File: src/rtl/fetch_queue.sv
// rtl/fetch_queue.sv - instruction fetch queue with replay-based backpressure
module fetch_queue #(
    parameter int ADDR_W  = 11,
    parameter int INSTR_W = 32,
    parameter int DEPTH   = 4
) (
    input  logic               clk,
    input  logic               reset,
    input  logic [ADDR_W-1:0]  pc_cnt,
    output logic               pc_branch_valid,
    output logic [ADDR_W-1:0]  pc_branch_address,
    output logic [ADDR_W-1:0]  imem_addr,
    input  logic [INSTR_W-1:0] imem_rdata,
    input  logic               ex_branch_valid,
    input  logic [ADDR_W-1:0]  ex_branch_address,
    input  logic               id_ready,
    output logic               id_valid,
    output logic [INSTR_W-1:0] id_instr,
    output logic [ADDR_W-1:0]  id_pc
);

    localparam int PTR_W = $clog2(DEPTH);
    localparam int CNT_W = PTR_W + 1;

    logic               req_valid;
    logic [ADDR_W-1:0]  req_pc;
    logic               squash;

    logic [ADDR_W-1:0]  pc_mem    [DEPTH];
    logic [INSTR_W-1:0] instr_mem [DEPTH];
    logic [PTR_W-1:0]   rd_ptr;
    logic [PTR_W-1:0]   wr_ptr;
    logic [CNT_W-1:0]   count;

    logic empty;
    logic full;
    logic rsp_live;
    logic pop;
    logic push;
    logic replay;

    assign imem_addr = pc_cnt;

    assign empty    = (count == '0);
    assign full     = (count == CNT_W'(DEPTH));
    assign rsp_live = req_valid & ~squash;
    assign pop      = ~empty & id_ready;

    // An execute branch overrides both push and replay; the response is wrong-path.
    assign push   = ~ex_branch_valid & rsp_live & (~full | pop);
    assign replay = ~ex_branch_valid & rsp_live & full & ~pop;

    assign pc_branch_valid   = ~reset & (ex_branch_valid | replay);
    assign pc_branch_address = ex_branch_valid ? ex_branch_address : req_pc;

    assign id_valid = ~empty;
    assign id_instr = empty ? '0 : instr_mem[rd_ptr];
    assign id_pc    = empty ? '0 : pc_mem[rd_ptr];

    always_ff @(posedge clk or posedge reset) begin
        if (reset) begin
            req_valid <= 1'b0;
            req_pc    <= '0;
            squash    <= 1'b0;
            rd_ptr    <= '0;
            wr_ptr    <= '0;
            count     <= '0;
        end else begin
            req_valid <= 1'b1;
            req_pc    <= pc_cnt;
            // Replay needs a live (unsquashed) response, so squash never lasts two cycles.
            squash    <= ex_branch_valid | replay;
            if (ex_branch_valid) begin
                rd_ptr <= '0;
                wr_ptr <= '0;
                count  <= '0;
            end else begin
                if (push) begin
                    wr_ptr <= wr_ptr + PTR_W'(1);
                end
                if (pop) begin
                    rd_ptr <= rd_ptr + PTR_W'(1);
                end
                if (push && !pop) begin
                    count <= count + CNT_W'(1);
                end else if (pop && !push) begin
                    count <= count - CNT_W'(1);
                end
            end
        end
    end

    // Storage needs no reset: outputs are masked whenever the queue is empty.
    always_ff @(posedge clk) begin
        if (push) begin
            pc_mem[wr_ptr]    <= req_pc;
            instr_mem[wr_ptr] <= imem_rdata;
        end
    end

endmodule

File: config.mk
export PLATFORM = sky130hd
export DESIGN_NAME = fetch_queue
export DESIGN_NICKNAME = d
export VERILOG_FILES = /design/src/rtl/fetch_queue.sv
export SDC_FILE = /design/constraint.sdc
export NUM_CORES = 1
export LEC_CHECK = 0
export CAP_MARGIN = 25
export CORE_MARGIN = 4
export CORE_UTILIZATION = 68
export CTS_CLUSTER_DIAMETER = 150
export CTS_CLUSTER_SIZE = 16
export DETAILED_ROUTE_END_ITERATION = 8
export DONT_BUFFER_PORTS = 1
export PLACE_DENSITY = 0.95
export SETUP_SLACK_MARGIN = 0.15
export SYNTH_ARGS = -nofsm -noshare
export SYNTH_HDL_FRONTEND = slang
export SYNTH_SLANG_ARGS = --single-unit
File: constraint.sdc
create_clock -name clk -period 7.7 [get_ports clk]
set_input_delay 1.155 -clock clk [delete_from_list [all_inputs] [get_ports clk]]
set_output_delay 1.155 -clock clk [all_outputs]
set_load 0.01 [all_outputs]
==> results of run 1 <==
cell usage in the layout, fill, tap and decap left out, types with 2 or more instances in the layout:
cell type,n
edfxtp_1,172
and2_1,45
mux4_2,42
dfrtp_1,18
clkbuf_16,16
nor2_1,11
mux2_2,10
inv_1,5
and2_2,4
o21ai_1,4
ha_1,4
clkinv_2,4
buf_4,4
nand2_1,3
mux2_1,3
bufinv_16,3
xnor2_1,2
xor2_1,2
nor3_1,2
clkbuf_8,2
inv_6,2
clkinv_4,2
clkinvlp_4,2
state kept, by name (all words and copies together), names as in the netlist:
| signal | cells |
|---|---|
| instr_mem | 128 |
| pc_mem | 44 |
| wr_ptr | 2 |
| req_valid | 1 |
| rd_ptr | 2 |
| req_pc | 11 |
| squash | 1 |
| count | 3 |
cell usage after synthesis, types with 2 or more instances:
master,number,area [µm²]
buf_2,7,35.03
nor3_1,2,10.01
mux4_2,42,945.9
buf_4,11,82.58
dfrtp_1,20,500.5
ha_1,4,50.05
clkbuf_1,5,18.77
xnor2_1,2,17.52
nand2_1,3,11.26
and2_1,49,306.5
xor2_1,2,17.52
mux2_1,3,33.78
edfxtp_1,172,5165
o21ai_1,4,20.02
nor2_1,11,41.29
mux2_2,10,112.6
buf_12,4,80.08
inv_1,5,18.77
cell families after synthesis:
group | after synthesis | synth area share
buffers and inverters | 33 | 0.03231
other | 1 | 0.0004915
multiplexers | 56 | 0.1466
XOR/XNOR | 4 | 0.004593
flip-flops | 192 | 0.7425
adder cells (fa/ha/maj) | 5 | 0.009184
AND/OR/NAND/NOR | 71 | 0.05543
AO/OA/AOI/OAI | 10 | 0.008856
metrics by stage:
step           utilization  cell area (µm²)
2_1_floorplan            -             7630
3_3_place_gp        0.6997             7619
3_5_place_dp        0.7016             7639
4_1_cts             0.7559             8230
5_1_grt             0.7559             8230
6_report            0.7559             8230
layout make-up:
cell class	instances	area (µm²)
Clock buffer	19	431.7
Sequential cell	192	5670
Multi-Input combinational cell	147	1724
Timing Repair Buffer	5	50.05
Tap cell	140	175.2
Inverter	5	18.77
Fill cell	568	2658
Clock inverter	13	160.2
metal layers:
layer,wire length [µm],track usage
met5,0,0
met1,4871,0.2735
met3,913,0.07374
met4,31,0.04038
met2,6950,0.3509
how the worst max path moves through the flow:
stage	slack [ps]	to	start
CTS	4060	id_instr[2]	rd_ptr[0]
global placement	4540	pc_branch_valid	reset
detailed placement	4480	pc_branch_valid	reset
finish	4160	id_instr[2]	rd_ptr[0]
global route	3930	id_instr[2]	rd_ptr[0]
floorplan	4690	pc_branch_valid	reset
report_power, final:
group	leakage, nW	internal (mW)	total, mW	switching (mW)
combinational	0.578	0.245	0.495	0.250
sequential	1.80	1.17	1.26	0.0920
clock	0.288	0.504	0.865	0.361
total	2.66	1.92	2.62	0.703
critical path: stages, from the launching register on:
cell and delay [ps]:
dfrtp_4 1020, mux4_1 630, and2_1 220
==> impl_metrics.ini, run 1 <==
[power]
power_density_nw_per_um2 = 318.5
power_leakage_nw = 2.663
ir_drop_uv = 196.0
finalPower_mw = 2.621

[min_path]
hp-class = register to register
hold_path.startpoint = req_pc[5]
worstHoldEndpoint = pc_mem[2][5]
min_delay_path_depth = 0

[cts]
htreeDepth = 4
root_buffer = clkbuf_8
clock_sinks = 192
clkTransAtPathRegs_ps = 70
hold_buffers = 0
cts_buffers = 17
cts_buffer_depth = 2
clock_latency_ps = 520
cts_resized = 0
cts_tree = built
cts_setup_buffers = 0

[sta]
fin_crit_ps = 3543
slew_viol_final = 0
finalClockSkew_ps = 7.152
hold_slack_ps = 524.0
slew_headroom = 0.4132
fin_tns_setup_ps = 0
finalHoldViolCount = 0
rsz0062_at_grt = no
worst_pin_slew_ps = 880.3
setup_viol_count_final = 0
fmax_ghz = 0.2822
period_share = 0.4602
timing.final.ws_setup_ps = 4157

[grt]
grt_pass1_wl_mm = 20.01
grt_overflow = 0
grtUsageTotal = 0.2097
antenna_found_initial = 0
grt_pass1_vias = 3583
grt_start_max_net_pins = 47

[placed_design]
place_hpwl_mm = 7.641
dpl.cell_count = 489
port_buffers = 0
place.gp.congestion = 0.7028
place_ws_ps = 4485

[floorplan]
die_width_um = 113.9
die_h_um = 113.9
rows = 38
io_pins = 125
initial_core_util = 0.7008
core_um2 = 10890
die_area_um2 = 12980

[final_layout]
drive_gt1_frac = 0.2572
antennaDiodeCount = 0
area_growth_pct = 7.871
final_cell_count_no_fill = 521
final_net_count = 431

[setup_path]
reg2reg_setup_slack_ps = 5070
critPathLaunchType = register
path_class = register to output port
worst-endpoint-required_ps = 6550
r2r_cells = 4
timing.rr.start = squash
critPathArrivalTime_ps = 2390
cp-end-kind = output port
r2r_end = instr_mem[3][7]
cp_max_fo = 45

[synth]
synthesis.area_um2 = 7630
yosysWarnings = 0
ys_async_sr_fraction = 0.1042
ys_ff_latch = 192
synthCells = 372
syn_nets = 435
avgSynthCellArea_um2 = 20.51
ys.flop_type = edfxtp_1
yosysSeqAreaShare = 0.7425
synth-edff-count = 172
yosysUniqueCellTypes = 34

[drt]
initialDrtViolationCount = 208
routed_wl_mm = 12.77
antenna_left = 0
vias = 3274
first_pass_iters = 5
wl_per_cell_um = 24.50
vias_per_cell = 6.284
drc = 0

[outcome]
status = finished, final reports clean

[run]
max-cap-violations = 0
No activity file was read; power rests on OpenSTA's default activity.
==> run 2: changes to the inputs <==
Settings changed: CORE_UTILIZATION 68 to 57, PLACE_DENSITY 0.95 to 0.87.
Clock period 7.7 ns to 2.89 ns, I/O delays scaled along.
==> run 2 against run 1 <==
Core utilization down 12 points. Largest cell class unchanged. Combinational power rose to 3.2 times the previous value. Worst hold slack worse by 490 ps. Critical path type unchanged. Power rose to 2.7 times the previous value.
==> impl_metrics.ini, run 2 (synthesis results as in run 1) <==
[sta]
finalHoldViolCount = 0
timing.final.ws_setup_ps = 346.6
slew_headroom = 0.6336
fmax_ghz = 0.3932
worst_pin_slew_ps = 549.6
fin_crit_ps = 2543
period_share = 0.8801
finalClockSkew_ps = 6.075
slew_viol_final = 0
rsz0062_at_grt = no
setup_viol_count_final = 0
fin_tns_setup_ps = 0

[drt]
vias = 3275
wl_per_cell_um = 23.52
initialDrtViolationCount = 363
first_pass_iters = 4
vias_per_cell = 5.838
routed_wl_mm = 13.19
antenna_left = 0
drc = 0

[floorplan]
io_pins = 125
core_um2 = 13190
rows = 42
die_h_um = 123.7
die_area_um2 = 15300
die_width_um = 123.7
initial_core_util = 0.5784

[final_layout]
drive_gt1_frac = 0.2519
largest_register_ff_count = 128
area_growth_pct = 10.12
final_net_count = 436
antennaDiodeCount = 0
regMostFlops = instr_mem
reg_top3 = instr_mem: 128 flops, pc_mem: 44 flops, req_pc: 11 flops
layout_commonest_cell = edfxtp_1
final_cell_mix = edfxtp_1, and2_1, mux4_2

[grt]
antenna_found_initial = 0
grt_pass1_vias = 3453
grt_start_max_net_pins = 34
grtUsageTotal = 0.1843
grt_pass1_wl_mm = 19.98
grt_overflow = 0

[cts]
root_buffer = clkbuf_16
htreeDepth = 4
clock_latency_ps = 430
cts_tree = built
clock_sinks = 192
cts_buffer_depth = 2
cts_buffers = 17
clkTransAtPathRegs_ps = 60

[setup_path]
r2r_cells = 6
reg2reg_setup_slack_ps = 600
cp-end-kind = output port
r2r_end = count[1]
worst-endpoint-required_ps = 2460
cp-endpoint = id_instr[7]
critPathLaunchType = register
cp_max_fo = 33
critPathArrivalTime_ps = 2110
timing.rr.start = count[0]
path_class = register to output port
critPathLaunch = count[1]

[power]
power_leakage_nw = 2.707
ir_drop_uv = 402.2
power_density_nw_per_um2 = 853.2

[min_path]
min_delay_path_depth = 0
hp-class = input pin to register

[placed_design]
place.gp.congestion = 0.7410
place_hpwl_mm = 8.323
port_buffers = 0
place_ws_ps = 627.6

[run]
max-cap-violations = 0

[outcome]
status = finished, final reports clean
-- run 2: layout make-up --
type | instances | area, µm²
Sequential cell | 192 | 5670
Clock inverter | 13 | 170.2
Inverter | 5 | 18.77
Multi-Input combinational cell | 147 | 1723
Fill cell | 859 | 4788
Tap cell | 176 | 220.2
Clock buffer | 18 | 429.2
Timing Repair Buffer | 10 | 170.2
-- run 2: worst max-delay path: stages (launching register included) --
cell and delay, ps:
dfrtp_1 440, or3_1 650, buf_4 340, and2_1 250
-- run 2: how the worst min path moves through the flow --
| stage | start | endpoint | slack (ps) |
|---|---|---|---|
| floorplan | reset | count[0] | 400 |
| global placement | reset | req_pc[2] | 370 |
| detailed placement | reset | req_pc[2] | 380 |
| CTS | pc_cnt[1] | req_pc[1] | 10 |
| global route | pc_cnt[2] | req_pc[2] | 2 |
| finish | pc_cnt[1] | req_pc[1] | 30 |
-- run 2: metal layers --
metal | vias to the layer above | part of all wire | wire length, µm | global-route usage
met3 | 20 | 0.093 | 1223 | 0.08265
met2 | 115 | 0.52 | 6808 | 0.2906
met5 | - | 0 | 0 | 0
li1 | 1446 | - | - | -
met4 | 0 | 0.016 | 205 | 0.06436
met1 | 1694 | 0.38 | 4955 | 0.2282
-- run 2: what timing repair did --
action	in CTS	in global routing
endpoints found under the setup margin	0	22
buffers inserted	0	1
hold buffers	1	0
resized for setup	0	0
hold endpoints to repair	20	0
-- run 2: where the power goes --
group	switching, mW	internal (mW)
logic	0.827	0.729
clock network	0.932	1.43
registers	0.132	3.12
total	1.89	5.28
-- run 2: metrics by stage --
stage	hold slack, ps	std cells	utilization	total power [mW]	area, µm²
final	32.90	561	0.6370	7.168	8402
after CTS	11.62	560	0.6351	7.211	8377
after floorplan	402.5	372	-	4.664	7630
after detailed placement	382.3	528	0.5889	4.857	7767
after global routing	1.618	561	0.6370	7.500	8402
after global placement	371.9	528	0.5889	4.801	7767
==> run 3: changes to the inputs <==
Settings changed: SETUP_SLACK_MARGIN 0.15 to default.
Clock period 2.89 ns to 2.25 ns, I/O delays scaled along.
==> run 3 against run 2 <==
Clock-buffer cell count fell by 1. Register-to-register slack got worse by 380 ps. Highest routed layer unchanged. Critical endpoint is now id_pc[10]. First-iteration DRC count fell by 23%. Die area did not move.
==> impl_metrics.ini, run 3 (synthesis results as in run 1) <==
[drt]
vias_per_cell = 5.732
first_pass_iters = 4
routed_wl_mm = 14.02
vias = 3565
antenna_left = 0
wl_per_cell_um = 22.54
initialDrtViolationCount = 281
drc = 0

[grt]
grt_pass1_wl_mm = 20.34
grt_overflow = 0
grtUsageTotal = 0.1867
grt_start_max_net_pins = 46
antenna_found_initial = 0
grt_pass1_vias = 3634

[cts]
clock_sinks = 192
clock_latency_ps = 430
clkTransAtPathRegs_ps = 70
cts_tree = built
htreeDepth = 4
cts_buffers = 17
cts_buffer_depth = 2
root_buffer = clkbuf_16

[power]
power_leakage_nw = 2.999
ir_drop_uv = 563.3
power_density_nw_per_um2 = 1058
finalPower_mw = 9.529

[floorplan]
rows = 42
initial_core_util = 0.5784
die_width_um = 123.7
die_area_um2 = 15300
core_um2 = 13190
die_h_um = 123.7
io_pins = 125

[placed_design]
place_hpwl_mm = 8.279
dpl.cell_count = 537
place.gp.congestion = 0.7503
port_buffers = 0
postPlaceCellArea_um2 = 7836
place_ws_ps = 250.4

[setup_path]
critPathLaunchType = register
cp-end-kind = output port
critPathArrivalTime_ps = 1900
r2r_cells = 7
path_class = register to output port
worst-endpoint-required_ps = 1910
cp_max_fo = 9

[final_layout]
reg_top3 = instr_mem: 128 flops, pc_mem: 44 flops, req_pc: 11 flops
final_cell_mix = edfxtp_1, dlygate4sd3_1, mux4_2
layout_commonest_cell = edfxtp_1
final_net_count = 496
largest_register_ff_count = 128
regMostFlops = instr_mem
drive_gt1_frac = 0.3004
area_growth_pct = 18.09
design_area_um2 = 9010
final_cell_count_no_fill = 622
antennaDiodeCount = 0

[sta]
period_share = 0.9964
setup_viol_count_final = 0
finalClockSkew_ps = 8.710
finalHoldViolCount = 0
fin_tns_setup_ps = 0
fmax_ghz = 0.4461
timing.final.ws_setup_ps = 8.131
rsz0062_at_grt = yes
slew_viol_final = 0
fin_crit_ps = 2242

[min_path]
hp-class = input pin to register
min_delay_path_depth = 1

[outcome]
status = finished, final reports clean

[run]
max-cap-violations = 0
## run 3: changes by cell type in the layout (fill, tap and decap cells not counted), moves of 2 or more
cell           previous run  this run
and2_1                   45        28
buf_6                     0         5
clkinv_4                  1         3
buf_4                     2        12
dlygate4sd3_1             1        45
bufinv_16                 4         2
and2_4                    0        16
## run 3: worst max-delay path, cell delays in order (launching register included)
cell	delay (ps)
dfrtp_4	450
buf_6	150
buf_12	150
mux4_2	540
and2_4	190
## run 3: layout make-up
| type | count | area [µm²] |
|---|---|---|
| tap | 176 | 220.2 |
| sequential | 192 | 5673 |
| clock inverter | 15 | 145.1 |
| multi-input combinational | 147 | 1765 |
| fill | 826 | 4180 |
| clock buffer | 17 | 425.4 |
| timing repair buffer | 70 | 762.0 |
| inverter | 5 | 18.77 |
## run 3: final timing paths
kind,startpoint,endpoint,slack (ps)
setup / recovery,rd_ptr[0],id_pc[10],8
hold / removal,ex_branch_valid,squash,30
setup reg to reg,count[1],count[2],220
hold reg to reg,req_pc[8],pc_mem[2][8],530
max in group asynchronous,reset,rd_ptr[1],1600
min in group asynchronous,reset,req_pc[2],400
## run 3: power breakdown
| part | internal (mW) | total [mW] | switching, mW | leakage (nW) |
|---|---|---|---|---|
| Sequential | 4.01 | 4.11 | 0.102 | 1.80 |
| Clock | 1.63 | 2.86 | 1.24 | 0.274 |
| Combinational | 1.31 | 2.56 | 1.25 | 0.929 |
| Total | 6.94 | 9.53 | 2.59 | 3.00 |
## run 3: layer usage
metal / routed length, µm / vias to the layer above / GRT usage / share of wire
met4: 182 / 0 / 0.06021 / 0.013
li1: - / 1571 / - / -
met2: 7181 / 123 / 0.3042 / 0.51
met1: 5717 / 1855 / 0.2397 / 0.41
met5: 0 / - / 0 / 0
met3: 936 / 16 / 0.06222 / 0.067
## run 3: what timing repair did
action,4_1_cts,5_1_grt
endpoints found under the hold margin,164,0
resized for setup,5,21
setup buffers,2,4
gates cloned,0,2
hold buffers,45,0
setup endpoints to repair,42,33
## run 3: through the flow
step	utilization	hold slack [ps]
global route	0.6831	24.51
finish	0.6831	34.76
global placement	0.5941	275.1
detailed placement	0.5941	282.4
CTS	0.6738	10.91
floorplan	-	306.5
